--- src/rtl/pwm_capture_if.sv ---
// PWM capture bus: sampled input plus measurement results.
// Duty fields exist only when PWM_CAP_DUTY_EN is defined.
interface pwm_capture_if #(
  parameter int CNT_W = 16
);
  logic             pwm_in;
  logic [CNT_W-1:0] period_out;
  logic [CNT_W-1:0] high_out;
  logic             valid_out;
  logic             overflow_out;
`ifdef PWM_CAP_DUTY_EN
  logic [7:0]       duty_out;
  logic             duty_valid_out;

  modport master (
    input  pwm_in,
    output period_out, high_out,
    output valid_out, overflow_out,
    output duty_out, duty_valid_out
  );
  modport slave (
    output pwm_in,
    input  period_out, high_out,
    input  valid_out, overflow_out,
    input  duty_out, duty_valid_out
  );
`else
  modport master (
    input  pwm_in,
    output period_out, high_out,
    output valid_out, overflow_out
  );
  modport slave (
    output pwm_in,
    input  period_out, high_out,
    input  valid_out, overflow_out
  );
`endif
endinterface

--- src/rtl/pwm_capture.sv ---
// PWM capture: measures period/high time of an async PWM input.
// PWM_CAP_DUTY_EN adds an 8-step restoring divider for duty_out.
module pwm_capture #(
  parameter int CNT_W       = 16,
  parameter int SYNC_STAGES = 2
) (
  input  logic           clk_in,
  input  logic           rst_in,
  pwm_capture_if.master  bus
);

  typedef enum logic [1:0] {
    IDLE  = 2'd0,
    ARMED = 2'd1,
    LOW   = 2'd2
  } state_t;

  localparam logic [CNT_W-1:0] CNT_MAX = '1;

  logic [SYNC_STAGES-1:0] sync;
  logic                   s;
  logic                   s_d;
  logic                   rise;
  logic                   fall;
  logic                   rise_q;
  logic                   fall_q;
  logic [CNT_W-1:0]       cnt;
  logic [CNT_W-1:0]       h_tmp;
  state_t                 state;
  state_t                 state_nx;
  logic                   ld_h;
  logic                   ld_out;
  logic                   ovf;
  logic                   tmo;

  assign s    = sync[SYNC_STAGES-1];
  assign rise = s & ~s_d;
  assign fall = ~s & s_d;

  // edges are registered once so the strobe lands SYNC_STAGES+1 after sampling
  always_ff @(posedge clk_in) begin
    if (rst_in) begin
      sync   <= '0;
      s_d    <= 1'b0;
      rise_q <= 1'b0;
      fall_q <= 1'b0;
    end else begin
      sync   <= {sync[SYNC_STAGES-2:0], bus.pwm_in};
      s_d    <= s;
      rise_q <= rise;
      fall_q <= fall;
    end
  end

  always_ff @(posedge clk_in) begin
    if (rst_in) begin
      cnt <= '0;
    end else if (rise_q) begin
      cnt <= {{(CNT_W-1){1'b0}}, 1'b1};
    end else if (cnt != CNT_MAX) begin
      cnt <= cnt + 1'b1;
    end
  end

  assign tmo = (cnt == CNT_MAX) & ~rise_q & ~fall_q;

  always_ff @(posedge clk_in) begin
    if (rst_in) begin
      state <= IDLE;
    end else begin
      state <= state_nx;
    end
  end

  always_comb begin
    state_nx = state;
    ld_h     = 1'b0;
    ld_out   = 1'b0;
    ovf      = 1'b0;
    unique case (state)
      IDLE: begin
        if (rise_q) state_nx = ARMED;
      end
      ARMED: begin
        if (fall_q) begin
          ld_h     = 1'b1;
          state_nx = LOW;
        end else if (tmo) begin
          ovf      = 1'b1;
          state_nx = IDLE;
        end
      end
      LOW: begin
        if (rise_q) begin
          ld_out   = 1'b1;
          state_nx = ARMED;
        end else if (tmo) begin
          ovf      = 1'b1;
          state_nx = IDLE;
        end
      end
      default: state_nx = IDLE;
    endcase
  end

  always_ff @(posedge clk_in) begin
    if (rst_in) begin
      h_tmp            <= '0;
      bus.period_out   <= '0;
      bus.high_out     <= '0;
      bus.valid_out    <= 1'b0;
      bus.overflow_out <= 1'b0;
    end else begin
      bus.valid_out    <= ld_out;
      bus.overflow_out <= ovf;
      if (ld_h) h_tmp <= cnt;
      if (ld_out) begin
        bus.period_out <= cnt;
        bus.high_out   <= h_tmp;
      end
    end
  end

`ifdef PWM_CAP_DUTY_EN
  logic [CNT_W-1:0] rem;
  logic [CNT_W-1:0] dvs;
  logic [7:0]       quo;
  logic [2:0]       it;
  logic             busy;
  logic [CNT_W:0]   rem_sh;
  logic [CNT_W:0]   rem_nx;
  logic             q_bit;

  // high < period, so the remainder always fits CNT_W bits
  always_comb begin
    rem_sh = {rem, 1'b0};
    q_bit  = (rem_sh >= {1'b0, dvs});
    rem_nx = q_bit ? (rem_sh - {1'b0, dvs}) : rem_sh;
  end

  always_ff @(posedge clk_in) begin
    if (rst_in) begin
      rem                <= '0;
      dvs                <= '0;
      quo                <= '0;
      it                 <= '0;
      busy               <= 1'b0;
      bus.duty_out       <= '0;
      bus.duty_valid_out <= 1'b0;
    end else begin
      bus.duty_valid_out <= 1'b0;
      if (ld_out) begin
        rem  <= h_tmp;
        dvs  <= cnt;
        quo  <= '0;
        it   <= '0;
        busy <= 1'b1;
      end else if (busy) begin
        rem <= rem_nx[CNT_W-1:0];
        quo <= {quo[6:0], q_bit};
        it  <= it + 1'b1;
        if (it == 3'd7) begin
          busy               <= 1'b0;
          bus.duty_out       <= {quo[6:0], q_bit};
          bus.duty_valid_out <= 1'b1;
        end
      end
    end
  end
`endif

endmodule
--- src/flat_wrapper.sv ---
// flat-port wrapper written by rule: the top's interface ports become plain ports
module pwm_capture_flat 
#(
  parameter int CNT_W       = 16,
  parameter int SYNC_STAGES = 2
)
  (clk_in, rst_in, bus_pwm_in, bus_period_out, bus_high_out, bus_valid_out, bus_overflow_out);
  pwm_capture_if #(.CNT_W(CNT_W)) bus_i ();
  input  logic clk_in;
  input  logic rst_in;
  input wire logic [$bits(bus_i.pwm_in)-1:0] bus_pwm_in;
  output wire logic [$bits(bus_i.period_out)-1:0] bus_period_out;
  output wire logic [$bits(bus_i.high_out)-1:0] bus_high_out;
  output wire logic [$bits(bus_i.valid_out)-1:0] bus_valid_out;
  output wire logic [$bits(bus_i.overflow_out)-1:0] bus_overflow_out;
  assign bus_i.pwm_in = bus_pwm_in;
  assign bus_period_out = bus_i.period_out;
  assign bus_high_out = bus_i.high_out;
  assign bus_valid_out = bus_i.valid_out;
  assign bus_overflow_out = bus_i.overflow_out;
  pwm_capture #(.CNT_W(CNT_W), .SYNC_STAGES(SYNC_STAGES)) u_core (.clk_in(clk_in), .rst_in(rst_in), .bus(bus_i));
endmodule
--- config.mk ---
export PLATFORM = sky130hd
export DESIGN_NAME = pwm_capture_flat
export DESIGN_NICKNAME = d
export VERILOG_FILES = /design/src/rtl/pwm_capture_if.sv /design/src/rtl/pwm_capture.sv /design/src/flat_wrapper.sv
export SDC_FILE = /design/constraint.sdc
export NUM_CORES = 1
export LEC_CHECK = 0
export BUFFER_PORTS_ARGS = -buffer_cell sky130_fd_sc_hd__buf_4
export CAP_MARGIN = 20
export CORE_UTILIZATION = 42
export DETAILED_ROUTE_END_ITERATION = 8
export PLACE_DENSITY_LB_ADDON = 0.08
export SYNTH_ARGS = -nofsm -noshare
export SYNTH_HDL_FRONTEND = slang
export SYNTH_SLANG_ARGS = --single-unit
--- constraint.sdc ---
create_clock -name clk_in -period 3.3 [get_ports clk_in]
set_input_delay 0.165 -clock clk_in [delete_from_list [all_inputs] [get_ports clk_in]]
set_output_delay 0.165 -clock clk_in [all_outputs]
set_load 0.03 [all_outputs]
Word level (Yosys, flattened, before mapping)
Cells that the tools add are included.
{"block": "op_classes", "addsub": 1, "mul": 0, "n_div": 0, "n_lt_le_gt_ge": 0, "eq_ne": 5, "n_shift": 0, "muxes": 15, "bitwise": 8, "n_reduce_logical": 3}
{"cell": "adder 16 x 1 -> 16 bit, second input constant", "count": 1}
{"cell": "equality test 16 bit, second input constant", "count": 1}
{"cell": "inequality test 16 bit, second input constant", "count": 1}
{"cell": "2-to-1 mux 1 bit", "count": 9}
{"cell": "2-to-1 mux 2 bit", "count": 4}
{"cell": "one-hot mux 2 bit (3 select lines)", "count": 1}
{"cell": "AND 1 bit", "count": 4}
{"cell": "NOT 1 bit", "count": 4}
{"cell": "equality test 2 x 1 -> 1 bit, second input constant", "count": 1}
{"cell": "equality test 2 bit, second input constant", "count": 1}
{"cell": "logical NOT 2 bit", "count": 1}
{"cell": "inequality test 2 x 1 -> 1 bit, second input constant", "count": 1}
{"cell": "one-hot mux 1 bit (2 select lines)", "count": 1}
{"cell": "nonzero test 2 bit", "count": 1}
{"cell": "OR reduction 2 bit", "count": 1}
{"block": "totals", "ff_bits": 73, "latch_bits": 0, "ramBits": 0, "rom_bits": 0, "output_inout_bits": 34, "word_cells": 44, "n_memories": 0}

Longest topological paths before layout
{"block": "logic_depth", "ltp_word": 6, "depth_mapped": 7}

Worst setup path after synthesis
No wires, ideal clock.
{"block": "synth_timing", "kind": "register to register", "startpoint": "reg u_core.cnt[0]", "endpoint": "reg u_core.state[0]", "setup_ps": 117, "t_arrival_ps": 1537, "path_slack_ps": 1646, "stages_incl_launch_ff": 6, "path_buffers": 0, "synth_period_minus_slack_ps": 1654, "path_cell_list": "dfxtp_1 ha_1 nand3_4 nor4_4 nand2_1 a32o_1"}
{"block": "synth_via", "elab_chain_len": 6, "elab_cells_between_ends": 7, "cone_classes": "1 x eq/ne; 4 x mux; 2 x bitwise"}
{"item": "start: declaration", "line": "pwm_capture.sv:27", "text": "logic [CNT_W-1:0] cnt;"}
{"item": "start signal: assignment", "line": "pwm_capture.sv:59", "text": "cnt <= {{(CNT_W-1){1'b0}}, 1'b1};"}
{"item": "start signal: assignment", "line": "pwm_capture.sv:61", "text": "cnt <= cnt + 1'b1;"}
{"item": "equality test 16 bit (*)", "line": "pwm_capture.sv:65", "text": "assign tmo = (cnt == CNT_MAX) & ~rise_q & ~fall_q;"}
{"item": "AND 1 bit (*) (2 in series)", "line": "pwm_capture.sv:65"}
{"item": "2-to-1 mux 2 bit (*)"}
{"item": "2-to-1 mux 2 bit, on equally long branches"}
{"item": "one-hot mux 2 bit (3 select lines) (*)"}
{"item": "end signal: assignment", "line": "pwm_capture.sv:71", "text": "state <= state_nx;"}
{"item": "end: declaration", "line": "pwm_capture.sv:29", "text": "state_t state;"}
Mark *: on every way between the ends. The rest lies on a longest branch, timed or not.
A chain may end at the register's enable or synchronous reset.

Worst setup path in the final report
Same ends and word-level chain as after synthesis.

==> run_results.csv <==
group,metric,value,unit
clock_network,cts_hold_buf,0,
clock_network,ctsHtreeMaxLevel,3,
placement,io_buffers,36,
detailed_routing,dr.pass1.iters,6,
power,ir_drop,0.353,mV
global_routing,grt_pass1_vias,2192,
worst_setup_path,critPathKind,"reg2reg",
global_routing,antenna_found_initial,0,
final_layout,final_area,0.00338,mm^2
power,power_leakage,1.26,nW
sta,slew_headroom,61.0,%
synth,yosys_register_bits,73,
detailed_routing,wl_per_cell,14.0,um
synth,syn_nets,352,
hold_path,min_path_type,"in2reg",
clock_network,clock_latency,0.35,ns
synth,synth-main-ff-cell,"dfxtp_1",
synth,synth_top_area_share,50.4,%
power,switching_share,21.1,%
sta,hold_viol_final,0,
final_layout,fin_util,52.0,%
clock_network,cts.sinks,73,
clock_network,cts_tree,"built",
final_layout,fillerInstances,622,
worst_setup_path,worstPathRequired,3.55,ns
sta,setup_violations,0,
worst_setup_path,crit_chain,"ha_1, nand3_4, nor4_4, nand2_1, a32o_1",
worst_setup_path,cp.arrival,2.16,ns
worst_setup_path,crit_fanout,8,
synth,synth_cell_types,47,
placement,dpl.hpwl,4340,um
final_layout,fin_cells,453,
power,p_clk_share,45.6,%
detailed_routing,drtIter0Drc,148,
floorplanning,core_area,0.00649,mm^2
global_routing,grt_start_max_net_pins,59,
sta,timing.hold.ws,0.0310,ns
final_layout,diodes,0,
worst_setup_path,slowest_delay,0.53,ns
sta,finalSetupTns,0,ns
final_layout,area_growth_syn_to_layout,16.3,%
detailed_routing,detail-route-antenna-nets,0,
synth,ys_warn_count,0,
detailed_routing,drc,0,
power,p_sw,0.359,mW
global_routing,grt-ovfl-total,0,
global_routing,grt_usage,19.4,%
sta,fin_skew,0.00986,ns
sta,finalCriticalPeriod,1.91,ns
global_routing,grt_pass1_wl,10800,um
power,powerDensity,504,mW/mm^2
sta,drv_slew,0,
synth,avgSynthCellArea,8.43,um^2
floorplanning,rows,29,
final_layout,nets,379,
worst_setup_path,end_kind,"flip-flop",
power,p_int,1.34,mW
synth,synth_edf_count,0,
job,drv_cap,0,
sta,fin_ws,1.39,ns
detailed_routing,vias,2392,
clock_network,cts_buffer_depth,2,
clock_network,post_cts_resized,0,
final_layout,drive_above_1_share,16.8,%
clock_network,cts-root-buf,"clkbuf_8",
placement,gp_congestion,0.847,
power,p_comb_share,1.9,%
power,total_power,1.70,mW
synth,ys_async_sr_fraction,0,%
sta,max_freq,523,MHz
sta,rsz0062_at_grt,"no",
floorplanning,die-area,0.00724,mm^2
placement,place_area,0.00316,mm^2
placement,place_inst,437,
clock_network,cts_setup_buffers,0,
synth,ys_seq_area_share,50.4,%
detailed_routing,viasPerCell,5.28,
synth,yosys-top-cells-area,"dfxtp_1, nand2_1, a21oi_1",
clock_network,cts_made_buffers,9,
synth,synth_area,0.00290,mm^2
floorplanning,die_height,85.1,um
sta,worst_slew_pin_slew,0.584,ns
sta,min_period_over_period,57.9,%
placement,place_ws,1.39,ns
detailed_routing,wl,6330,um
clock_network,clk_pin_slew,0.08,ns
worst_setup_path,slowest_stage,"nor4_4",
status,status,"completed",
final_layout,layout_common_cells,"nand2_1, dfxtp_1, a21oi_1",
synth,yosys.area.top_type,"dfxtp_1",
synth,syn_inst,344,
floorplanning,initial_core_util,44.7,%
floorplanning,dieWidth,85.1,um
floorplanning,io_pins,37,
final_layout,final_common_cell,"nand2_1",
worst_setup_path,critPathLaunchType,"flip-flop",
power,pwr-share-seq,52.6,%
[final timing paths]
| path | from | endpoint | slack (ns) | cells after the start |
|---|---|---|---|---|
| max | u_core.cnt[0]$_SDFFE_PP0P_ | u_core.state[0]$_SDFFE_PP0P_ | 1.39 | 5 |
| max reg2reg | u_core.cnt[0]$_SDFFE_PP0P_ | u_core.state[0]$_SDFFE_PP0P_ | 1.39 | 5 |
| min reg2reg | u_core.sync[1]$_SDFF_PP0_ | u_core.fall_q$_SDFF_PP0_ | 0.42 | 1 |
| min | bus_pwm_in | u_core.sync[0]$_SDFF_PP0_ | 0.03 | 2 |
[kinds of logic (layout without fill, tap and decap cells)]
family / after synthesis / after routing / share of synthesized area, %
and+or+nand+nor: 157 / 157 / 25.6
AOI/OAI and AO/OA: 80 / 80 / 16.0
DFF: 73 / 73 / 50.4
buffers and inverters: 26 / 58 / 4.92
adders and majority gates: 5 / 5 / 2.16
muxes: 2 / 2 / 0.690
xor gates and xnor gates: 1 / 1 / 0.302
[state kept, by name, summed over array words and instances, names as in the netlist]
| signal | flops |
|---|---|
| u_core.rise_q | 1 |
| u_core.h_tmp | 16 |
| u_core.bus.high_out | 16 |
| u_core.state | 2 |
| u_core.bus.period_out | 16 |
| u_core.bus.valid_out | 1 |
| u_core.bus.overflow_out | 1 |
| u_core.fall_q | 1 |
| u_core.cnt | 16 |
| u_core.sync | 2 |
| u_core.s_d | 1 |
[worst max-delay path: cells and delay by family (launching register included)]
kind / cells / cell delay, ns
adders and majority gates: 1 / 0.30
and+or+nand+nor: 3 / 0.81
DFF: 1 / 0.46
AOI/OAI and AO/OA: 1 / 0.24
[area by class of cell]
type                            count  area, um^2  area share, %
Clock buffer                       11         141           4.19
Clock inverter                      5        78.8           2.34
Inverter                            4        15.0          0.445
Multi-Input combinational cell    245        1300           38.4
Sequential cell                    73        1460           43.3
Tap cell                           77        96.3           2.85
Timing Repair Buffer               38         285           8.45
[per-layer routing]
layer	up-vias	global-route usage [%]	share of wire [%]	wire (um)
li1	1230	-	-	-
met1	1095	24.2	46	2930
met2	56	30.9	47	2970
met3	11	6.32	4.7	300
met4	0	7.86	2.0	127
met5	-	0	0	0
[synthesized netlist by cell type, drive strengths merged (2+ instances only)]
| cell | instances |
|---|---|
| inv | 4 |
| a31o | 3 |
| a2111oi | 2 |
| or3 | 3 |
| nand3 | 5 |
| o21a | 2 |
| dfxtp | 73 |
| nor3 | 4 |
| buf | 4 |
| clkbuf | 18 |
| mux2i | 2 |
| nand4 | 5 |
| nor2b | 5 |
| nor4 | 2 |
| and4 | 4 |
| ha | 5 |
| nor2 | 12 |
| a21oi | 54 |
| a31oi | 4 |
| and3 | 5 |
| o21ai | 7 |
| and2 | 2 |
| nand2 | 107 |
[power by group through the flow]
stage	sequential [mW]	clock [mW]	combinational, mW
after floorplan	0.911	0	0.0276
after global placement	0.914	0	0.0319
after detailed placement	0.914	0	0.0320
after CTS	0.893	0.797	0.0321
after global routing	0.895	0.839	0.0364
final	0.894	0.774	0.0316
No activity file was read; power rests on OpenSTA's default activity.
